[config.mk]
export PLATFORM = sky130hd
export DESIGN_NAME = sw_stimulus_gen
export DESIGN_NICKNAME = d
export VERILOG_FILES = /design/src/rtl/gate_tb_pkg.sv /design/src/rtl/sw_pattern_src.sv /design/src/rtl/sw_stimulus_gen.sv
export SDC_FILE = /design/constraint.sdc
export NUM_CORES = 1
export LEC_CHECK = 0
export ABC_AREA = 1
export BUFFER_PORTS_ARGS = -buffer_cell sky130_fd_sc_hd__buf_4
export CORE_ASPECT_RATIO = 0.7
export CORE_UTILIZATION = 55
export DETAILED_ROUTE_END_ITERATION = 12
export HOLD_SLACK_MARGIN = 0.06
export PLACE_DENSITY = 0.74
export SYNTH_ARGS = -nofsm -noshare
export SYNTH_HDL_FRONTEND = slang
export SYNTH_SLANG_ARGS = --single-unit
[constraint.sdc]
create_clock -name clk -period 2 [get_ports clk]
set_input_delay 0.1 -clock clk [delete_from_list [all_inputs] [get_ports clk]]
set_output_delay 0.1 -clock clk [all_outputs]
set_load 0.01 [all_outputs]
[src/rtl/gate_tb_pkg.sv]
// gate_tb_pkg
//   Shared types and constants for the switch stimulus generator that drives
//   the sw bus of the simple-gates DUT.
//   - sw_mode_t : pattern ordering selected at start
//   - state_t   : stimulus sequencer FSM states
//   - SW_TERM   : end-of-test pattern, never emitted before the end of a run
//   - LFSR_TAPS : Fibonacci taps for x^4+x^3+1
package gate_tb_pkg;

   typedef enum logic [1:0] {MODE_BIN, MODE_GRAY, MODE_LFSR, MODE_RSVD} sw_mode_t;
   typedef enum logic [1:0] {ST_IDLE, ST_HOLD, ST_TERM, ST_DONE} state_t;

   localparam logic [3:0] SW_TERM   = 4'hF;
   localparam logic [3:0] LFSR_TAPS = 4'b1100;

   // Shift left, feedback is the XOR of the tapped bits.
   function automatic logic [3:0] lfsr_next(input logic [3:0] s);
      return {s[2:0], ^(s & LFSR_TAPS)};
   endfunction

   function automatic logic [3:0] gray_of(input logic [3:0] i);
      return i ^ (i >> 1);
   endfunction

endpackage

[src/rtl/sw_pattern_src.sv]
// sw_pattern_src
//   Pattern sequencer: presents the current pattern of the selected set and
//   steps to the next one on advance, skipping 4'hF so the terminator is never
//   produced early.
//   clk, rst   : clock, async active-high reset
//   mode       : pattern set (binary / Gray / LFSR / reserved = binary)
//   advance    : move to the next pattern of the set
//   init       : return to the first pattern (has priority over advance)
//   pattern    : current pattern (combinational from the index/LFSR state)
//   last       : current pattern is the final one of the set
module sw_pattern_src
   import gate_tb_pkg::*;
#(
   parameter logic [3:0] LFSR_SEED = 4'h1
) (
   input  logic       clk,
   input  logic       rst,
   input  logic [1:0] mode,
   input  logic       advance,
   input  logic       init,
   output logic [3:0] pattern,
   output logic       last
);

   sw_mode_t   m;
   logic [3:0] idx_q, lfsr_q;
   logic [3:0] idx_p1, idx_nx, lfsr_p1, lfsr_nx;

   assign m = sw_mode_t'(mode);

   // The step index counts emitted patterns in every mode; it also serves as
   // the Gray source value. Skips happen here so a skipped 4'hF costs no cycle.
   always_comb begin
      idx_p1  = idx_q + 4'd1;
      lfsr_p1 = lfsr_next(lfsr_q);
      idx_nx  = idx_p1;
      if (m == MODE_GRAY && gray_of(idx_p1) == SW_TERM)
         idx_nx = idx_q + 4'd2;
      lfsr_nx = (lfsr_p1 == SW_TERM) ? lfsr_next(lfsr_p1) : lfsr_p1;
   end

   always_comb begin
      pattern = idx_q;
      last    = (idx_q == 4'd14);
      case (m)
         MODE_GRAY: begin
            pattern = gray_of(idx_q);
            last    = (idx_q == 4'd15);
         end
         MODE_LFSR: begin
            pattern = lfsr_q;
            last    = (idx_q == 4'd13);
         end
         default: ;
      endcase
   end

   always_ff @(posedge clk or posedge rst) begin
      if (rst) begin
         idx_q  <= 4'd0;
         lfsr_q <= LFSR_SEED;
      end else if (init) begin
         idx_q  <= 4'd0;
         lfsr_q <= LFSR_SEED;
      end else if (advance) begin
         idx_q  <= idx_nx;
         lfsr_q <= lfsr_nx;
      end
   end

endmodule

[src/rtl/sw_stimulus_gen.sv]
// sw_stimulus_gen
//   Drives the 4-bit switch bus of the simple-gates DUT. On start it walks a
//   pattern set, holds each value HOLD_CYCLES cycles, strobes sw_valid on the
//   last hold cycle, and closes the run with the 4'hF terminator.
//   clk, rst  : clock, async active-high reset
//   start     : run request, honoured only in IDLE
//   mode      : pattern set, latched when the run is accepted
//   sw        : switch pattern to DUT and checker
//   sw_valid  : sample strobe, last hold cycle of each pattern
//   busy      : run in progress (accepted start through the done cycle)
//   done      : one-cycle pulse after the terminator hold
//   step_cnt  : patterns driven this run incl. terminator, held after done
module sw_stimulus_gen
   import gate_tb_pkg::*;
#(
   parameter int unsigned HOLD_CYCLES = 4,
   parameter logic [3:0]  LFSR_SEED   = 4'h1
) (
   input  logic       clk,
   input  logic       rst,
   input  logic       start,
   input  logic [1:0] mode,
   output logic [3:0] sw,
   output logic       sw_valid,
   output logic       busy,
   output logic       done,
   output logic [4:0] step_cnt
);

   localparam logic [7:0] HOLD_RELOAD = 8'(HOLD_CYCLES - 1);

   state_t     state_q, state_d;
   logic [7:0] hold_q, hold_d;
   logic [3:0] sw_q, sw_d;
   logic [4:0] step_q, step_d;
   logic       last_q, last_d;
   logic [1:0] mode_q, mode_d;

   logic [1:0] src_mode;
   logic       src_adv, src_init, src_last;
   logic [3:0] src_pat;

   // In IDLE the live mode input selects the first pattern; afterwards the
   // latched copy keeps mid-run mode changes out.
   assign src_mode = (state_q == ST_IDLE) ? mode : mode_q;

   sw_pattern_src #(.LFSR_SEED(LFSR_SEED)) u_src (
      .clk     (clk),
      .rst     (rst),
      .mode    (src_mode),
      .advance (src_adv),
      .init    (src_init),
      .pattern (src_pat),
      .last    (src_last)
   );

   // The source is advanced as each pattern is loaded onto sw, so it always
   // shows the next pattern; last_q remembers whether sw holds the final one.
   always_comb begin
      state_d  = state_q;
      hold_d   = hold_q;
      sw_d     = sw_q;
      step_d   = step_q;
      last_d   = last_q;
      mode_d   = mode_q;
      src_adv  = 1'b0;
      src_init = 1'b0;
      sw_valid = 1'b0;
      busy     = (state_q != ST_IDLE);
      done     = 1'b0;
      case (state_q)
         ST_IDLE: begin
            src_init = ~start;
            if (start) begin
               src_adv = 1'b1;
               mode_d  = mode;
               sw_d    = src_pat;
               last_d  = src_last;
               hold_d  = HOLD_RELOAD;
               step_d  = 5'd1;
               state_d = ST_HOLD;
            end
         end
         ST_HOLD: begin
            if (hold_q == 8'd0) begin
               sw_valid = 1'b1;
               hold_d   = HOLD_RELOAD;
               step_d   = step_q + 5'd1;
               if (last_q) begin
                  sw_d    = SW_TERM;
                  state_d = ST_TERM;
               end else begin
                  sw_d    = src_pat;
                  last_d  = src_last;
                  src_adv = 1'b1;
               end
            end else begin
               hold_d = hold_q - 8'd1;
            end
         end
         ST_TERM: begin
            if (hold_q == 8'd0) begin
               sw_valid = 1'b1;
               state_d  = ST_DONE;
            end else begin
               hold_d = hold_q - 8'd1;
            end
         end
         ST_DONE: begin
            // Re-arm the source here so a start in the very next cycle
            // sees the first pattern.
            done     = 1'b1;
            src_init = 1'b1;
            sw_d     = 4'h0;
            state_d  = ST_IDLE;
         end
         default: state_d = ST_IDLE;
      endcase
   end

   always_ff @(posedge clk or posedge rst) begin
      if (rst) begin
         state_q <= ST_IDLE;
         hold_q  <= 8'd0;
         sw_q    <= 4'h0;
         step_q  <= 5'd0;
         last_q  <= 1'b0;
         mode_q  <= 2'b00;
      end else begin
         state_q <= state_d;
         hold_q  <= hold_d;
         sw_q    <= sw_d;
         step_q  <= step_d;
         last_q  <= last_d;
         mode_q  <= mode_d;
      end
   end

   assign sw       = sw_q;
   assign step_cnt = step_q;

endmodule

==> impl_metrics.json, run 1 <==
{
  "dieHeight_um": 52.2,
  "vias": 1739,
  "drcViolationCount": 0,
  "critPathKind": "flop to flop",
  "maxCapViolCount": 0,
  "die_area_sq_um": 3840,
  "met2_usage": 0.324,
  "busiest_layer": "met1",
  "clkSinkCount": 30,
  "setup_viol": 0,
  "core_sq_um": 3280,
  "required_ns": 2.15,
  "grt_max_degree": 31,
  "cp-end-kind": "flop",
  "path_clk_slew_ns": 0.06,
  "dp.cells": 331,
  "final-max-slew-violation-count": 0,
  "drt_first_pass_iters": 4,
  "post-route-util": 0.706,
  "post-route-min-period_ns": 1.85,
  "syn_to_final_growth_pct": 17.0,
  "drt_iter0_markers": 170,
  "antenna_cells": 0,
  "synth_area_sq_um": 1980,
  "multiInputGateArea_sq_um": 1090,
  "ys_ff_latch": 30,
  "critPathArrivalTime_ns": 2.00,
  "post_drt_wl_per_cell_um": 12.9,
  "grt_remaining_overflow": 0,
  "critPathMaxFanout": 7,
  "fin_skew_ns": 0.00718,
  "avgSynthCellArea_sq_um": 7.49,
  "htreeDepth": 2,
  "fin_cells": 341,
  "dp.final_hpwl_um": 3290,
  "wl_um": 4390,
  "ioPinCount": 17,
  "die_x_um": 73.7,
  "cellLeakagePower_nw": 1.22,
  "clk_latency_ns": 0.28,
  "start_util": 0.604,
  "synth_top_area_frac": 0.367,
  "numPortBuffers": 16,
  "period_share": 0.924,
  "synth_largest_area_cell": "dfrtp_1",
  "finalWeightedCongestion": 0.880,
  "p_per_area_nw_per_um2": 1730,
  "min_path_type": "input pin to flop",
  "cts_setup_buffers": 0,
  "cts_buffers": 5,
  "use_met1": 0.424,
  "synthTopCellsByArea": "dfrtp_1 37%, nand2_1 11%, nand3_1 8.6%",
  "grt_use_met3": 0.0659,
  "regArea_sq_um": 752,
  "grt_pass1_vias": 1572,
  "tightest_slew_ns": 0.391,
  "nets": 311,
  "synth_nets": 282,
  "fmaxAchievable_mhz": 541,
  "hold_viol_final": 0,
  "grt_pass1_wl_um": 7400,
  "drtAntennaViolNets": 0,
  "drive_gt1_frac": 0.180,
  "clock_path_buffers": 2,
  "cts_tree": "done",
  "status": "finished clean",
  "antenna_found_initial": 0,
  "rows": 17,
  "yosys_warnings": 0,
  "fill_cells": 287,
  "holdWs_ns": 0.133,
  "cts_root_buf": "clkbuf_8",
  "track_usage": 0.266,
  "routed_via_density": 5.10,
  "finalPower_mw": 4.01,
  "ys_types": 26,
  "netlist_instances": 264,
  "timing.slew.headroom": 0.739,
  "ir_worst_vdd_mv": 0.987,
  "fin_tns_setup_ns": 0,
  "ys_seq_area_frac": 0.380,
  "cp-start-kind": "flop"
}
-- flip-flops by register name, indices dropped and copies added, names as in the netlist --
name,count
hold_q,8
last_q,1
mode_q,2
state_q,2
step_cnt,5
sw,4
u_src.idx_q,4
u_src.lfsr_q,4
-- timing repair --
item | CTS | global route
endpoints found under the setup margin | 1 | 15
hold endpoints to repair | 30 | 0
hold buffers | 2 | 0
pin swaps | 0 | 1
gates resized for setup | 1 | 4
-- Yosys cell counts --
cell      count
a21oi_2       1
inv_1        34
nor3_1        1
or2_2         4
a21oi_4       1
o21ai_2       2
inv_2         3
dfstp_2       1
o21ai_1       7
o21ai_0      23
o22ai_1       1
nor2_1       20
nor2_4        4
dfrtp_1      29
a21oi_1       5
nand2_1      59
nor2b_1       1
nand3_1      34
a21o_1        1
buf_2         1
xor2_1        6
nand3b_1      1
nand2_2       7
ha_1         13
mux2i_1       1
nand4_1       4
-- cells by family after synthesis --
kind of cell	Yosys count	synth area share
and+or+nand+nor	135	0.316
muxes	1	0.00506
DFF	30	0.380
AOI/OAI and AO/OA	41	0.117
adders and majority gates	13	0.0823
xor gates and xnor gates	6	0.0266
buffers and inverters	38	0.0728
-- layer usage --
metal  share of wire  wire length [um]  vias up
met1            0.58              2530      778
met2            0.36              1590       40
li1                -                 -      914
met4           0.014                60        0
met3           0.049               216        7
met5               0                 0        -
-- power breakdown --
group | switching [mW] | internal (mW)
Combinational | 1.57 | 0.890
Sequential | 0.217 | 0.827
Clock | 0.226 | 0.277
-- layout by cell type, fill, tap and decap left out, types with 2 or more instances in the layout --
cell type / synthesis / layout
o21ai_0: 23 / 21
nand4_1: 4 / 4
nand2_1: 59 / 59
buf_4: 0 / 21
nand2_2: 7 / 7
xor2_1: 6 / 6
o21ai_1: 7 / 9
nor2_4: 4 / 4
inv_1: 34 / 33
a21oi_1: 5 / 5
dfrtp_1: 29 / 29
inv_2: 3 / 4
nor2_1: 20 / 20
dlygate4sd3_1: 0 / 2
o21ai_2: 2 / 2
or2_2: 4 / 4
ha_1: 13 / 12
nand3_1: 34 / 34
clkbuf_8: 0 / 6
-- worst max-delay path: stages, from the launching register on --
cell and delay, ns:
dfrtp_1 0.39, inv_1 0.10, ha_4 0.19, buf_4 0.14, inv_2 0.07, nor2_4 0.05, nor2_4 0.21, nand2_1 0.15
a21oi_1 0.34, nor2_1 0.10
-- stage by stage --
step / setup WS [ns] / instance area [sq um]
floorplan: 0.194 / 1980
global placement: 0.128 / 2190
detailed placement: 0.0267 / 2190
CTS: 0.0218 / 2300
global route: -0.00776 / 2310
finish: 0.151 / 2310
-- area by class of cell --
type	count	share of cell area
clock buffer	7	0.0373
clock inverter	1	0.00216
inverter	37	0.0601
multi-input combinational	196	0.473
sequential	30	0.325
tap	47	0.0254
timing repair buffer	23	0.0768
-- worst paths after layout --
| path | start | endpoint | slack [ns] | cells past startpoint |
|---|---|---|---|---|
| max | state_q[1]$_DFFE_PP0P_ | hold_q[7]$_DFFE_PP0P_ | 0.15 | 9 |
| min | mode[0] | mode_q[0]$_DFFE_PP0P_ | 0.13 | 3 |
| max reg2reg | state_q[1]$_DFFE_PP0P_ | hold_q[7]$_DFFE_PP0P_ | 0.15 | 9 |
| min reg2reg | sw[1]$_DFFE_PP0P_ | sw[1]$_DFFE_PP0P_ | 0.48 | 2 |
| max in group asynchronous | rst | u_src.lfsr_q[0]$_DFFE_PP1P_ | 1.20 | 4 |
| min in group asynchronous | rst | step_cnt[4]$_DFFE_PP0P_ | 0.48 | 4 |
Power figures use the tool's default switching activity.
==> run 2: changes to the inputs <==
--- a/config.mk
+++ b/config.mk
@@ -5,7 +5,6 @@
 export SDC_FILE = /design/constraint.sdc
 export NUM_CORES = 1
 export LEC_CHECK = 0
-export ABC_AREA = 1
 export BUFFER_PORTS_ARGS = -buffer_cell sky130_fd_sc_hd__buf_4
 export CORE_ASPECT_RATIO = 0.7
 export CORE_UTILIZATION = 55
==> run 2 against run 1 <==
Net effect: register-to-register slack worse by 0.29 ns; power decreased by 69%; final cell count down 4.7%; critical endpoint is now sw[2]$_DFFE_PP0P_; synthesized cell count down 16%; non-clock buffer count grew 34; sequential share of layout area down 5.8 points; clock skew up 0.0046 ns; sequential power shrank 42%; the run now ends with negative setup slack left; setup slack got worse by 0.29 ns; critical path depth is 1 lower; synthesized area up 1.5%; clock-buffer cell count fell by 2.
==> impl_metrics.json, run 2 <==
{
  "status": "finished, violations left",
  "violations": "negative setup slack",
  "grt_pass1_wl_um": 9310,
  "grt_pass1_vias": 1950,
  "ys_seq_area_frac": 0.375,
  "largest_reg_flops": 8,
  "seqPwrFrac": 0.485,
  "fmaxAchievable_mhz": 469,
  "critical_path_buf_inv_count": 1,
  "track_usage": 0.336,
  "synth_nets": 240,
  "synth_enable_flop_cells": 0,
  "die_x_um": 74.2,
  "slowest_stage": "dfrtp_1",
  "cpPeakStageDelay_ns": 0.40,
  "critical_path.top_delay_family": "multiplexers",
  "wl_um": 6090,
  "cts_root_buf": "clkbuf_8",
  "cp_cell_sequence": "inv_2, ha_4, mux2_4, ha_4, a221o_1, nand3_1, a21oi_2, mux2_4",
  "yosys_warnings": 0,
  "regMostFlops": "hold_q",
  "cp-end-kind": "flop",
  "synth_commonest_cells": "29 x dfrtp_1, 19 x a21oi_1, 18 x nor2_1, 15 x inv_1, 15 x o21ai_0",
  "dp.final_hpwl_um": 3950,
  "post_drt_wl_per_cell_um": 18.7,
  "regArea_sq_um": 752,
  "netlist_instances": 222,
  "rows": 17,
  "fin_skew_ns": 0.0117,
  "clock_path_buffers": 2,
  "routed_via_density": 6.51,
  "critPathArrivalTime_ns": 2.32,
  "dieHeight_um": 52.5,
  "r2r-start": "state_q[1]$_DFFE_PP0P_",
  "met2_usage": 0.518,
  "hold_viol_final": 0,
  "period_share": 1.07,
  "final-max-slew-violation-count": 0,
  "synth_top_area_frac": 0.362,
  "ys_ff_latch": 30,
  "drive_gt1_frac": 0.410,
  "numPortBuffers": 16,
  "synth_area_sq_um": 2010,
  "drt_iter0_markers": 287,
  "use_met1": 0.449,
  "synth_largest_area_cell": "dfrtp_1",
  "post-route-util": 0.847,
  "yosysMostFrequentCell": "dfrtp_1",
  "antenna_cells": 0,
  "die_area_sq_um": 3900,
  "multiInputGateArea_sq_um": 1390,
  "grt_use_met3": 0.0962,
  "synthTopCellsByArea": "dfrtp_1 36%, ha_1 8.1%, a21oi_1 4.7%",
  "syn_to_final_growth_pct": 40.1,
  "startpoint": "state_q[1]$_DFFE_PP0P_",
  "avgSynthCellArea_sq_um": 9.04,
  "core_sq_um": 3320,
  "ys_types": 45,
  "ioPinCount": 17,
  "cts_tree": "done",
  "cellLeakagePower_nw": 1.25,
  "critPathKind": "flop to flop",
  "p_int_mw": 0.982,
  "vias": 2117,
  "start_util": 0.605,
  "rsz0062_at_grt": "true",
  "nets": 295,
  "p_comb_frac": 0.021,
  "required_ns": 2.19,
  "layout_common_cells": "51 x buf_4, 29 x dfrtp_1, 16 x a21oi_1",
  "cts_buffers": 5,
  "drtAntennaViolNets": 0,
  "final_common_cell": "buf_4",
  "clk_latency_ns": 0.30,
  "antenna_found_initial": 0,
  "grt_remaining_overflow": 0,
  "finalWeightedCongestion": 0.908,
  "p_sw_mw": 0.267,
  "drcViolationCount": 0,
  "design_area_sq_um": 2810,
  "clkPwrFrac": 0.494,
  "p_per_area_nw_per_um2": 445,
  "path_clk_slew_ns": 0.08,
  "busiest_layer": "met2",
  "place_area_sq_um": 2440,
  "worstHoldStart": "mode[1]",
  "min_path_type": "input pin to flop",
  "htreeDepth": 2,
  "setup_viol": 7,
  "fill_cells": 188,
  "switching_share": 0.214,
  "ys.flop_type": "dfrtp_1",
  "timing.slew.headroom": 0.695,
  "cp-start-kind": "flop",
  "grt_max_degree": 31,
  "drt_first_pass_iters": 5,
  "final.setup.worst_slack_ns": -0.134,
  "tightest_slew_ns": 0.453,
  "synthArstFlopShare": 1.00,
  "maxCapViolCount": 0,
  "ir_worst_vdd_mv": 0.567,
  "post-route-min-period_ns": 2.13,
  "clkSinkCount": 30,
  "critPathMaxFanout": 5
}
-- run 2: per-layer routing --
layer	wire length, um	vias up
met3	535	28
met1	2570	1038
li1	-	929
met2	2790	122
met4	197	0
met5	0	-
-- run 2: layout make-up --
cell class                      instances  area share
Clock buffer                            5      0.0245
Clock inverter                          3      0.0142
Inverter                               15      0.0200
Multi-Input combinational cell        168       0.494
Sequential cell                        30       0.267
Tap cell                               47      0.0209
Timing Repair Buffer                   57       0.159
-- run 2: power by group through the flow --
| stage | Clock, mW | Combinational, mW | Sequential, mW |
|---|---|---|---|
| after global routing | 0.654 | 0.0295 | 0.606 |
| after global placement | 0 | 0.0221 | 0.618 |
| after floorplan | 0 | 0.00944 | 0.618 |
| final | 0.617 | 0.0259 | 0.607 |
| after CTS | 0.626 | 0.0262 | 0.607 |
| after detailed placement | 0 | 0.0232 | 0.618 |
-- run 2: kinds of logic after synthesis --
kind of cell | synth area share
simple gates | 0.186
compound gates | 0.210
buf+inv | 0.0511
flops | 0.375
mux | 0.0748
fa+ha+maj | 0.0810
xor+xnor | 0.0218
-- run 2: worst register-to-register path: stages, from the launching register on --
cell and delay [ns]:
dfrtp_1 0.40, inv_2 0.09, ha_4 0.16, mux2_4 0.33
ha_4 0.27, a221o_1 0.32, nand3_1 0.15, a21oi_2 0.07
mux2_4 0.25
-- run 2: through the flow --
stage / cells / hold slack, ns / worst slack (ns) / total power, mW / TNS (ns)
floorplan: 222 / 0.190 / -0.275 / 0.628 / -0.947
global placement: 311 / 0.199 / -0.0711 / 0.640 / -0.286
CTS: 324 / 0.0616 / -0.0747 / 1.26 / -0.210
global route: 325 / 0.0681 / -0.187 / 1.29 / -0.912
detailed placement: 311 / 0.220 / -0.165 / 0.641 / -1.29
finish: 325 / 0.0646 / -0.134 / 1.25 / -0.517
-- run 2: path summary, 6_finish.rpt --
check / end / cells after the start / slack, ns
worst min-delay path: mode_q[1]$_DFFE_PP0P_ / 2 / 0.06
worst max-delay path: sw[2]$_DFFE_PP0P_ / 8 / -0.13
max in group asynchronous: u_src.lfsr_q[0]$_DFFE_PP1P_ / 4 / 1.24
worst min register to register: sw[3]$_DFFE_PP0P_ / 1 / 0.52
min in group asynchronous: u_src.idx_q[1]$_DFFE_PP0P_ / 4 / 0.44
worst max register to register: sw[2]$_DFFE_PP0P_ / 8 / -0.13
-- run 2: what timing repair did --
| item | 4_1_cts | 5_1_grt |
|---|---|---|
| pin swaps | 10 | 15 |
| endpoints found under the setup margin | 16 | 17 |
| endpoints found under the hold margin | 30 | 0 |
| hold buffers | 2 | 0 |
| gates resized for setup | 18 | 32 |
| buffers inserted | 2 | 1 |
| gates cloned | 1 | 0 |
